===== config.mk =====
export PLATFORM = sky130hd
export DESIGN_NAME = bcd_countdown_mmss
export DESIGN_NICKNAME = d
export VERILOG_FILES = /design/src/rtl/bcd_countdown_mmss.sv
export SDC_FILE = /design/constraint.sdc
export NUM_CORES = 1
export LEC_CHECK = 0
export ABC_AREA = 1
export CORE_MARGIN = 2
export CORE_UTILIZATION = 29
export CTS_BUF_LIST = sky130_fd_sc_hd__clkbuf_16
export CTS_CLUSTER_SIZE = 25
export DETAILED_ROUTE_END_ITERATION = 10
export PLACE_DENSITY = 0.48
export SYNTH_ARGS = -nofsm -noshare
export SYNTH_HDL_FRONTEND = slang
export SYNTH_SLANG_ARGS = --single-unit

===== constraint.sdc =====
create_clock -name clk -period 1.9 [get_ports clk]
set_input_delay 0.19 -clock clk [delete_from_list [all_inputs] [get_ports clk]]
set_output_delay 0.19 -clock clk [all_outputs]
set_load 0.01 [all_outputs]

===== src/rtl/bcd_countdown_mmss.sv =====
// Loadable BCD mm:ss down-counter with done pulse, expired level and load_err pulse.
// Optional macro BCD_COUNTDOWN_AUTO_RELOAD_EN: reload the last accepted load value on reaching 00:00.
module bcd_countdown_mmss #(
  parameter int unsigned TICK_DIV = 50000000
) (
  input  logic       clk,
  input  logic       reset,
  input  logic       load,
  input  logic [3:0] ld_min_hi,
  input  logic [3:0] ld_min_lo,
  input  logic [3:0] ld_sec_hi,
  input  logic [3:0] ld_sec_lo,
  input  logic       start,
  input  logic       pause,
  output logic [3:0] min_hi,
  output logic [3:0] min_lo,
  output logic [3:0] sec_hi,
  output logic [3:0] sec_lo,
  output logic       running,
  output logic       done,
  output logic       expired,
  output logic       load_err
);

  localparam int unsigned PW = (TICK_DIV > 1) ? $clog2(TICK_DIV) : 1;
  localparam logic [PW-1:0] PRE_MAX = PW'(TICK_DIV - 1);

  typedef enum logic [1:0] {IDLE, RUN, PAUSED, EXPIRED} state_e;

  state_e        state_q, state_d;
  logic [15:0]   val_q, val_d;
  logic [PW-1:0] pre_q, pre_d;
  logic          done_q, done_d;
  logic          lerr_q, lerr_d;

  logic [15:0]   ld_val, dec_val;
  logic          ld_valid, is_zero, is_one, tick;
  logic          b0, b1, b2;

`ifdef BCD_COUNTDOWN_AUTO_RELOAD_EN
  logic [15:0]   rld_q, rld_d;
`endif

  assign ld_val   = {ld_min_hi, ld_min_lo, ld_sec_hi, ld_sec_lo};
  assign ld_valid = (ld_min_hi <= 4'd5) && (ld_min_lo <= 4'd9) &&
                    (ld_sec_hi <= 4'd5) && (ld_sec_lo <= 4'd9);
  assign is_zero  = (val_q == 16'h0000);
  assign is_one   = (val_q == 16'h0001);
  assign tick     = (pre_q == PRE_MAX);

  // Ripple borrow from seconds units up to minutes tens.
  always_comb begin
    b0 = (val_q[3:0] == 4'd0);
    b1 = b0 && (val_q[7:4] == 4'd0);
    b2 = b1 && (val_q[11:8] == 4'd0);
    dec_val[3:0]   = b0 ? 4'd9 : val_q[3:0] - 4'd1;
    dec_val[7:4]   = !b0 ? val_q[7:4]   : (b1 ? 4'd5 : val_q[7:4] - 4'd1);
    dec_val[11:8]  = !b1 ? val_q[11:8]  : (b2 ? 4'd9 : val_q[11:8] - 4'd1);
    dec_val[15:12] = !b2 ? val_q[15:12] : val_q[15:12] - 4'd1;
  end

  always_comb begin
    state_d = state_q;
    val_d   = val_q;
    pre_d   = pre_q;
    done_d  = 1'b0;
    lerr_d  = 1'b0;
`ifdef BCD_COUNTDOWN_AUTO_RELOAD_EN
    rld_d   = rld_q;
`endif
    // A load outside RUN owns the cycle even when rejected, so a paired start is dropped.
    if (load && state_q != RUN) begin
      if (ld_valid) begin
        val_d   = ld_val;
        pre_d   = '0;
        state_d = IDLE;
`ifdef BCD_COUNTDOWN_AUTO_RELOAD_EN
        rld_d   = ld_val;
`endif
      end else begin
        lerr_d = 1'b1;
      end
    end else if (pause && state_q == RUN) begin
      state_d = PAUSED;
    end else if (start && (state_q == IDLE || state_q == PAUSED) && !is_zero) begin
      state_d = RUN;
      if (state_q == IDLE) pre_d = '0;
    end else if (state_q == RUN) begin
      if (tick) begin
        pre_d = '0;
        val_d = dec_val;
        if (is_one) begin
          done_d = 1'b1;
`ifdef BCD_COUNTDOWN_AUTO_RELOAD_EN
          if (rld_q != 16'h0000) val_d = rld_q;
          else state_d = EXPIRED;
`else
          state_d = EXPIRED;
`endif
        end
      end else begin
        pre_d = pre_q + PW'(1);
      end
    end
  end

  always_ff @(posedge clk or negedge reset) begin
    if (!reset) begin
      state_q <= IDLE;
      val_q   <= '0;
      pre_q   <= '0;
      done_q  <= 1'b0;
      lerr_q  <= 1'b0;
    end else begin
      state_q <= state_d;
      val_q   <= val_d;
      pre_q   <= pre_d;
      done_q  <= done_d;
      lerr_q  <= lerr_d;
    end
  end

`ifdef BCD_COUNTDOWN_AUTO_RELOAD_EN
  always_ff @(posedge clk or negedge reset) begin
    if (!reset) rld_q <= '0;
    else        rld_q <= rld_d;
  end
`endif

  assign min_hi   = val_q[15:12];
  assign min_lo   = val_q[11:8];
  assign sec_hi   = val_q[7:4];
  assign sec_lo   = val_q[3:0];
  assign running  = (state_q == RUN);
  assign expired  = (state_q == EXPIRED);
  assign done     = done_q;
  assign load_err = lerr_q;

endmodule


==> impl_metrics.ini <==
[drt]
drtIter0Drc = 184
drt_pre_antenna_iters = 4
routedWlPerCell_um = 13.7
viasPerCell = 4.66
drc_errors = 0
routed_wl_um = 9810
vias = 3349
postRouteAntennaNets = 0

[run]
drv_cap = 0

[die]
core_sq_um = 10900
io_pins = 41
fp.dieW_um = 110
num_rows = 38
die_y_um = 110
initial_core_util = 0.299
dieArea_sq_um = 12100

[yosys]
ys_ff_latch = 46
synthCells = 495
syn-cell-area_sq_um = 3270
yosysSeqAreaShare = 0.352
netlist.area_leader.share = 0.352
yosysWarnings = 0
avgSynthCellArea_sq_um = 6.60
syn_nets = 522
synth.area.top_cells = dfrtp_1 35%, nand2_1 20%, nand3_1 8.4%, nor2_1 7.3%, inv_1 4.7%
synthDistinctLibCells = 31
yosys.area.top_type = dfrtp_1

[sta]
setup_viol = 0
rsz0062_at_grt = true
slew_viol_final = 0
fin_crit_ns = 1.77
relSlewSlack = 0.675
fin_crit_sh = 0.933
hold_viol_final = 0
tns_ns = 0
worst_clock_skew_ns = 0.00869
fmax_mhz = 564
worstMarginPinSlew_ns = 0.488

[pwr]
seqPwrFrac = 0.277
leakagePower_nw = 2.04
p_int_mw = 2.83
p_switching_mw = 2.08
cellPowerDensity_nw_per_um2 = 1130
ir_drop_mv = 0.514
power.share.clock = 0.189
swShare = 0.424
power_frac_comb = 0.534
power_mw = 4.91

[setup_path]
cp.arrival_ns = 1.58
cp_max_fo = 4
cp-end-kind = output pin
criticalPathCategory = reg2out
crit_path_start_kind = flip-flop
critPathRequiredTime_ns = 1.71

[layout]
area_growth_pct = 32.6
n_antenna_cell = 0
drive_above_1_share = 0.147
layout_commonest_cell = nand2_1
fill_cells = 1195
final_cell_mix = 168 x nand2_1, 60 x nor2_1, 54 x nand3_1
layout.nets = 604

[placed_design]
port_buffers = 40
dp_hpwl_um = 7540
place.gp.congestion = 0.858

[global_routing]
grt_pass1_wl_um = 16200
grt_pass1_vias = 3283
grt_overflow_total = 0
grt.total_usage = 0.172
grt_max_degree = 33
antenna_found_initial = 0

[cts]
cts.clk_slew.worst_paths_ns = 0.08
cts_max_path_buffers = 2
clock_latency_ns = 0.30
h-tree-depth = 2
postCtsSetupBuffers = 0
cts_made_buffers = 5
root_buffer = clkbuf_16
numClockSinks = 46
tritoncts = done

[status]
run_status = complete, no violations

[hold_path]
min_path_type = in2async
[power by group through the flow]
stage / combinational [mW] / clock, mW / sequential [mW]
global route: 2.92 / 0.989 / 1.39
detailed placement: 2.54 / 0 / 1.38
CTS: 2.55 / 0.955 / 1.36
floorplan: 1.31 / 0 / 1.46
global placement: 2.53 / 0 / 1.37
finish: 2.62 / 0.928 / 1.36
[worst paths after layout]
kind | startpoint | end | slack (ns) | depth (start not counted)
min reg2reg | pre_q[1] | pre_q[1] | 0.51 | 2
max | state_q[1] | running | 0.13 | 4
min | reset | pre_q[21] | 0.38 | 2
max in group asynchronous | reset | pre_q[0] | 0.92 | 3
min in group clk | pause | done | 0.48 | 2
max reg2reg | pre_q[0] | val_q[9] | 0.14 | 10
[metrics by stage]
stage | cells | utilization | cell area [sq um] | hold WS (ns) | worst slack [ns]
5_1_grt | 718 | 0.397 | 4340 | 0.449 | -0.0141
4_1_cts | 717 | 0.392 | 4280 | 0.407 | 0.0335
2_1_floorplan | 495 | - | 3270 | -0.106 | 0.220
3_5_place_dp | 708 | 0.377 | 4130 | 0.194 | -0.0693
3_3_place_gp | 708 | 0.377 | 4130 | 0.184 | -0.0751
6_report | 718 | 0.397 | 4340 | 0.384 | 0.127
[what timing repair did]
item                                    CTS  global route
resized for setup                         0            16
hold buffers                              1             0
endpoints found under the setup margin    0            44
endpoints found under the hold margin    18             0
[flip-flops by register name (all words and copies together) (netlist names)]
register  flops
pre_q        26
state_q       2
done          1
val_q        16
load_err      1
[kinds of logic (layout without fill, tap and decap cells)]
| family | count (synthesis) | in the layout | synth area share |
|---|---|---|---|
| AOI/OAI and AO/OA | 46 | 46 | 0.0773 |
| and+or+nand+nor | 322 | 322 | 0.431 |
| adders and majority gates | 6 | 6 | 0.0230 |
| buffers and inverters | 58 | 141 | 0.0712 |
| xor gates and xnor gates | 17 | 17 | 0.0455 |
| DFF | 46 | 46 | 0.352 |
[per-layer routing]
metal	vias to the layer above	global-route usage	part of all wire
li1	1749	-	-
met1	1555	0.255	0.50
met2	40	0.262	0.45
met3	5	0.0253	0.033
met4	0	0.0429	0.011
met5	-	0	0
[final cells by class]
type / count / area, sq um / area share
multi-input cells: 391 / 1930 / 0.444
well taps: 140 / 175 / 0.0404
clock inverters: 3 / 21.3 / 0.00490
repair buffers: 86 / 759 / 0.175
inverters: 47 / 179 / 0.0413
flip-flops and latches: 46 / 1150 / 0.265
clock buffers: 5 / 125 / 0.0289
[synthesized netlist by cell type]
cell / instances
nand3_2: 1
o21ai_0: 26
nor2_8: 2
nor2_2: 4
ha_1: 6
nand3b_1: 4
inv_1: 41
a41oi_1: 1
o21ai_1: 9
clkbuf_1: 1
or2_2: 2
inv_2: 6
a21oi_1: 6
xor2_1: 10
dfrtp_1: 46
a21oi_4: 1
nand2_2: 3
nand4_1: 6
buf_4: 1
nor2_4: 1
a31oi_1: 1
nor3_1: 6
buf_2: 9
and2_1: 1
xnor2_1: 7
nor2_1: 64
o21bai_1: 1
nand3_1: 55
nand2_4: 3
a21oi_2: 1
nand2_1: 170
[critical path, cell delays in order, from the launching register on]
cell and delay, ns:
dfrtp_1 0.41, inv_1 0.08, nand2_1 0.14, inv_2 0.12, clkdlybuf4s50_1 0.53
(Power assumes the default switching activity.)
